===== config.mk =====
export PLATFORM = sky130hd
export DESIGN_NAME = seq_shift_add_multiplier
export DESIGN_NICKNAME = d
export VERILOG_FILES = /design/src/rtl/seq_shift_add_multiplier.sv
export SDC_FILE = /design/constraint.sdc
export NUM_CORES = 1
export LEC_CHECK = 0
export BUFFER_PORTS_ARGS = -buffer_cell sky130_fd_sc_hd__buf_2
export CAP_MARGIN = 20
export CORE_UTILIZATION = 31
export CTS_CLUSTER_SIZE = 30
export DETAILED_ROUTE_END_ITERATION = 12
export PLACE_DENSITY = 0.54
export SLEW_MARGIN = 40
export SYNTH_ARGS = -nofsm -noshare
export SYNTH_HDL_FRONTEND = slang
export SYNTH_SLANG_ARGS = --single-unit
export TNS_END_PERCENT = 1

===== constraint.sdc =====
create_clock -name clk -period 2.2 [get_ports clk]
set_input_delay 0.66 -clock clk [delete_from_list [all_inputs] [get_ports clk]]
set_output_delay 0.66 -clock clk [all_outputs]
set_load 0.01 [all_outputs]

===== src/rtl/seq_shift_add_multiplier.sv =====
// ============================================================================
// Module   : seq_shift_add_multiplier
// Purpose  : Sequential shift-add multiplier, one partial product per clock,
//            start/busy/done handshake, registered 2*WIDTH-bit product.
//            Optional macro SIGNED_MULT_EN: two's complement operands.
// Revision : 1.0 - initial release
// ============================================================================
`default_nettype none

module seq_shift_add_multiplier #(
    parameter int WIDTH = 4,
    parameter int CNT_W = $clog2(WIDTH + 1)
) (
    input  logic                 clk,
    input  logic                 rst_n,
    input  logic                 start,
    input  logic [WIDTH-1:0]     a,
    input  logic [WIDTH-1:0]     b,
    output logic                 busy,
    output logic                 done,
    output logic [2*WIDTH-1:0]   product
);

    typedef enum logic [0:0] {
        S_IDLE = 1'b0,
        S_RUN  = 1'b1
    } state_t;

    state_t               r_state,   w_state_nxt;
    logic [2*WIDTH-1:0]   r_mcand,   w_mcand_nxt;
    logic [WIDTH-1:0]     r_mplr,    w_mplr_nxt;
    logic [2*WIDTH-1:0]   r_acc,     w_acc_nxt;
    logic [CNT_W-1:0]     r_count,   w_count_nxt;
    logic                 r_done,    w_done_nxt;
    logic [2*WIDTH-1:0]   r_product, w_product_nxt;

    logic [2*WIDTH-1:0]   w_acc_sum;
    logic [2*WIDTH-1:0]   w_result;
    logic [WIDTH-1:0]     w_load_a;
    logic [WIDTH-1:0]     w_load_b;
    logic                 w_last;

    assign w_acc_sum = r_acc + (r_mplr[0] ? r_mcand : '0);
    assign w_last    = (r_count == CNT_W'(WIDTH - 1));

`ifdef SIGNED_MULT_EN
    logic r_sign, w_sign_nxt;

    // Magnitudes as unsigned WIDTH bits: the most-negative value maps to 2^(WIDTH-1)
    assign w_load_a = a[WIDTH-1] ? (~a + WIDTH'(1)) : a;
    assign w_load_b = b[WIDTH-1] ? (~b + WIDTH'(1)) : b;
    assign w_result = r_sign ? (~w_acc_sum + (2*WIDTH)'(1)) : w_acc_sum;
`else
    assign w_load_a = a;
    assign w_load_b = b;
    assign w_result = w_acc_sum;
`endif

    always_comb begin
        w_state_nxt   = r_state;
        w_mcand_nxt   = r_mcand;
        w_mplr_nxt    = r_mplr;
        w_acc_nxt     = r_acc;
        w_count_nxt   = r_count;
        w_done_nxt    = 1'b0;
        w_product_nxt = r_product;
`ifdef SIGNED_MULT_EN
        w_sign_nxt    = r_sign;
`endif
        case (r_state)
            S_IDLE: begin
                if (start) begin
                    w_mcand_nxt = {{WIDTH{1'b0}}, w_load_a};
                    w_mplr_nxt  = w_load_b;
                    w_acc_nxt   = '0;
                    w_count_nxt = '0;
                    w_state_nxt = S_RUN;
`ifdef SIGNED_MULT_EN
                    w_sign_nxt  = a[WIDTH-1] ^ b[WIDTH-1];
`endif
                end
            end
            S_RUN: begin
                w_acc_nxt   = w_acc_sum;
                w_mcand_nxt = r_mcand << 1;
                w_mplr_nxt  = r_mplr >> 1;
                w_count_nxt = r_count + CNT_W'(1);
                if (w_last) begin
                    w_product_nxt = w_result;
                    w_done_nxt    = 1'b1;
                    w_state_nxt   = S_IDLE;
                end
            end
            default: w_state_nxt = S_IDLE;
        endcase
    end

    always_ff @(posedge clk or negedge rst_n) begin
        if (!rst_n) begin
            r_state   <= S_IDLE;
            r_mcand   <= '0;
            r_mplr    <= '0;
            r_acc     <= '0;
            r_count   <= '0;
            r_done    <= 1'b0;
            r_product <= '0;
`ifdef SIGNED_MULT_EN
            r_sign    <= 1'b0;
`endif
        end else begin
            r_state   <= w_state_nxt;
            r_mcand   <= w_mcand_nxt;
            r_mplr    <= w_mplr_nxt;
            r_acc     <= w_acc_nxt;
            r_count   <= w_count_nxt;
            r_done    <= w_done_nxt;
            r_product <= w_product_nxt;
`ifdef SIGNED_MULT_EN
            r_sign    <= w_sign_nxt;
`endif
        end
    end

    assign busy    = (r_state == S_RUN);
    assign done    = r_done;
    assign product = r_product;

endmodule

`default_nettype wire

==> flow_metrics.py <==
metrics = {
    "yosys": {
        "ys_types": 32,
        "syn_area_per_cell_um2": 10.9,
        "synth_top_area_frac": 0.485,
        "syn_area_um2": 1700,
        "ys_seq_area_frac": 0.485,
        "synth_common_cells": "dfrtp_1, nand2_1, o21ai_0",
        "yosys_warnings": 0,
        "synth_edf_count": 0,
        "synth_nets": 178,
        "synth.most_common_cell": "dfrtp_1",
        "synth_seq_cells": 33,
        "synth-main-ff-cell": "dfrtp_1",
        "synth_async_sr_flop_share": 1.00,
        "synth_top_area_cell": "dfrtp_1",
        "synth_cells": 157,
        "ys_top_cells_by_area": "dfrtp_1, ha_1, mux2i_1, o21ai_0, mux2_2",
    },
    "setup_path": {
        "cp_data_required_time_ns": 2.37,
        "worstPathCellList": "and2_1 > ha_4 > o21ai_0 > o211ai_1 > nand2_1 > xnor3_1 > mux2_2",
        "r2r_start": "r_mcand[3]",
        "crit_buf_inv": 0,
        "critPathMaxFanout": 3,
        "path_class": "reg2reg",
        "crit_family": "compound AO/OA/AOI/OAI gates",
        "worstPathArrival_ns": 2.29,
        "rrSetupSlack_ns": 0.08,
        "slowest_delay_ns": 0.40,
        "r2r-end": "product[7]",
        "worstRegToRegCells": 7,
        "cp-start-kind": "flop",
        "crit_slowest_cell": "dfrtp_1",
        "end_kind": "flop",
    },
    "drt": {
        "detail-route-antenna-nets": 0,
        "viasPerCell": 4.87,
        "post_drt_wl_per_cell_um": 14.0,
        "routed_wl_um": 3590,
        "route.vias.total": 1246,
        "drc": 0,
        "drtIter0Drc": 69,
        "drt_first_pass_iters": 4,
    },
    "sta": {
        "slew_viol_final": 0,
        "setup_slack_ns": 0.0804,
        "fmax_mhz": 472,
        "setup-violations-final": 0,
        "hold_viol": 0,
        "grt_setup_unrepaired": "true",
        "clock_skew_ns": 0.00562,
        "period_needed_ns": 2.12,
        "period_share": 0.963,
        "maxSlewHeadroom": 0.514,
        "setup_tns_ns": 0,
        "holdWs_ns": 0.308,
        "worst_pin_slew_ns": 0.727,
    },
    "global_route": {
        "grt_pass1_wl_um": 5960,
        "grt_usage": 0.132,
        "grt_pass1_vias": 1256,
        "grt_max_degree": 34,
        "antenna_found_initial": 0,
        "overflow": 0,
    },
    "power": {
        "vdd_drop_max_mv": 0.394,
        "power_leakage_nw": 1.01,
        "power_density_nw_per_um2": 1070,
        "power_mw": 2.22,
    },
    "clock_tree": {
        "cts_buffer_depth": 2,
        "clock_latency_ns": 0.29,
        "clk_pin_slew_worst_paths_ns": 0.07,
        "cts_buffers": 5,
        "clock_sinks": 33,
        "cts_hold_buf": 0,
        "cts_tree": "built",
        "clock-root-buffer": "clkbuf_8",
        "htree_levels": 2,
    },
    "floorplanning": {
        "dieHeight_um": 76.1,
        "die_area_um2": 5800,
        "die_w_um": 76.1,
        "rows": 26,
        "core_um2": 5200,
        "ioPinCount": 21,
        "start_util": 0.327,
    },
    "hold_path": {
        "worstHoldPathType": "in2async",
    },
    "run_status": {
        "run_status": "finished, final reports clean",
    },
    "cells_and_area": {
        "drive_gt1_frac": 0.285,
        "antenna_cells": 0,
        "nets": 206,
        "area_growth_pct": 21.7,
        "final_cells": 256,
    },
    "place": {
        "dpl.cell_count": 247,
        "globalplace.congestion": 0.787,
        "post-place-ws_ns": 0.0291,
        "io_buffers": 20,
        "hpwl_um": 2560,
    },
    "flow_run": {
        "drv_cap": 0,
    },
}
[logic make-up (layout without fill, tap and decap cells)]
family | Yosys count | count (layout) | synth area share
and+or+nand+nor | 42 | 42 | 0.118
AOI/OAI and AO/OA | 38 | 38 | 0.151
DFF | 33 | 33 | 0.485
muxes | 17 | 17 | 0.105
buffers and inverters | 11 | 40 | 0.0250
adders and majority gates | 10 | 10 | 0.0778
xor gates and xnor gates | 6 | 6 | 0.0389
[metal layers]
| metal | track usage | vias up | part of all wire |
|---|---|---|---|
| li1 | - | 608 | - |
| met1 | 0.160 | 589 | 0.44 |
| met2 | 0.216 | 39 | 0.48 |
| met3 | 0.0335 | 10 | 0.049 |
| met4 | 0.0712 | 0 | 0.025 |
| met5 | 0 | - | 0 |
[what timing repair did]
item,in CTS,in global routing
resized for setup,2,9
pin swaps,1,3
endpoints found under the setup margin,1,5
setup buffers,0,1
cloned,0,0
[area by class of cell]
cell class	count	area [µm²]
inverters	5	18.8
flip-flops and latches	33	826
fillers	535	3130
multi-input cells	113	901
clock buffers	5	68.8
repair buffers	27	155
clock inverters	3	17.5
well taps	70	87.6
[how the worst max path moves through the flow]
stage	startpoint	end	slack, ns	cells past startpoint
after global placement	r_mplr[0]	product[7]	0.07	8
after CTS	r_mplr[0]	product[7]	0.02	8
after floorplan	r_mplr[0]	product[4]	0.13	7
after global routing	r_mplr[0]	product[7]	-0.05	7
final	r_mcand[3]	product[7]	0.08	7
after detailed placement	r_mplr[0]	product[7]	0.03	8
[cell usage in the layout, fill, tap and decap left out, types with 2 or more instances in the layout]
cell type	instances
nand3_1	4
buf_4	8
a22o_1	7
or4b_1	2
xor2_1	3
xnor2_1	2
a21oi_1	3
nor2b_1	2
and2_1	6
clkbuf_8	5
nor2_1	6
ha_4	3
a21oi_4	2
nand2_1	20
dfrtp_1	33
mux2i_1	10
o21ai_0	15
inv_1	4
a21o_1	2
clkinv_2	2
mux2_2	7
buf_2	19
ha_1	6
[sequential cells by signal (all words and copies together), names as in the netlist]
signal   cells
product      8
r_acc        8
r_mcand      8
r_mplr       4
r_count      3
busy         1
done         1
[report_power, final]
part | switching (mW) | internal, mW
logic | 0.416 | 0.402
clock network | 0.226 | 0.218
registers | 0.151 | 0.810
[through the flow]
stage / util / instance area [µm²]
6_report: 0.399 / 2070
3_5_place_dp: 0.368 / 1910
2_1_floorplan: - / 1700
3_3_place_gp: 0.368 / 1910
5_1_grt: 0.399 / 2070
4_1_cts: 0.385 / 2000
No activity file was read; power rests on OpenSTA's default activity.
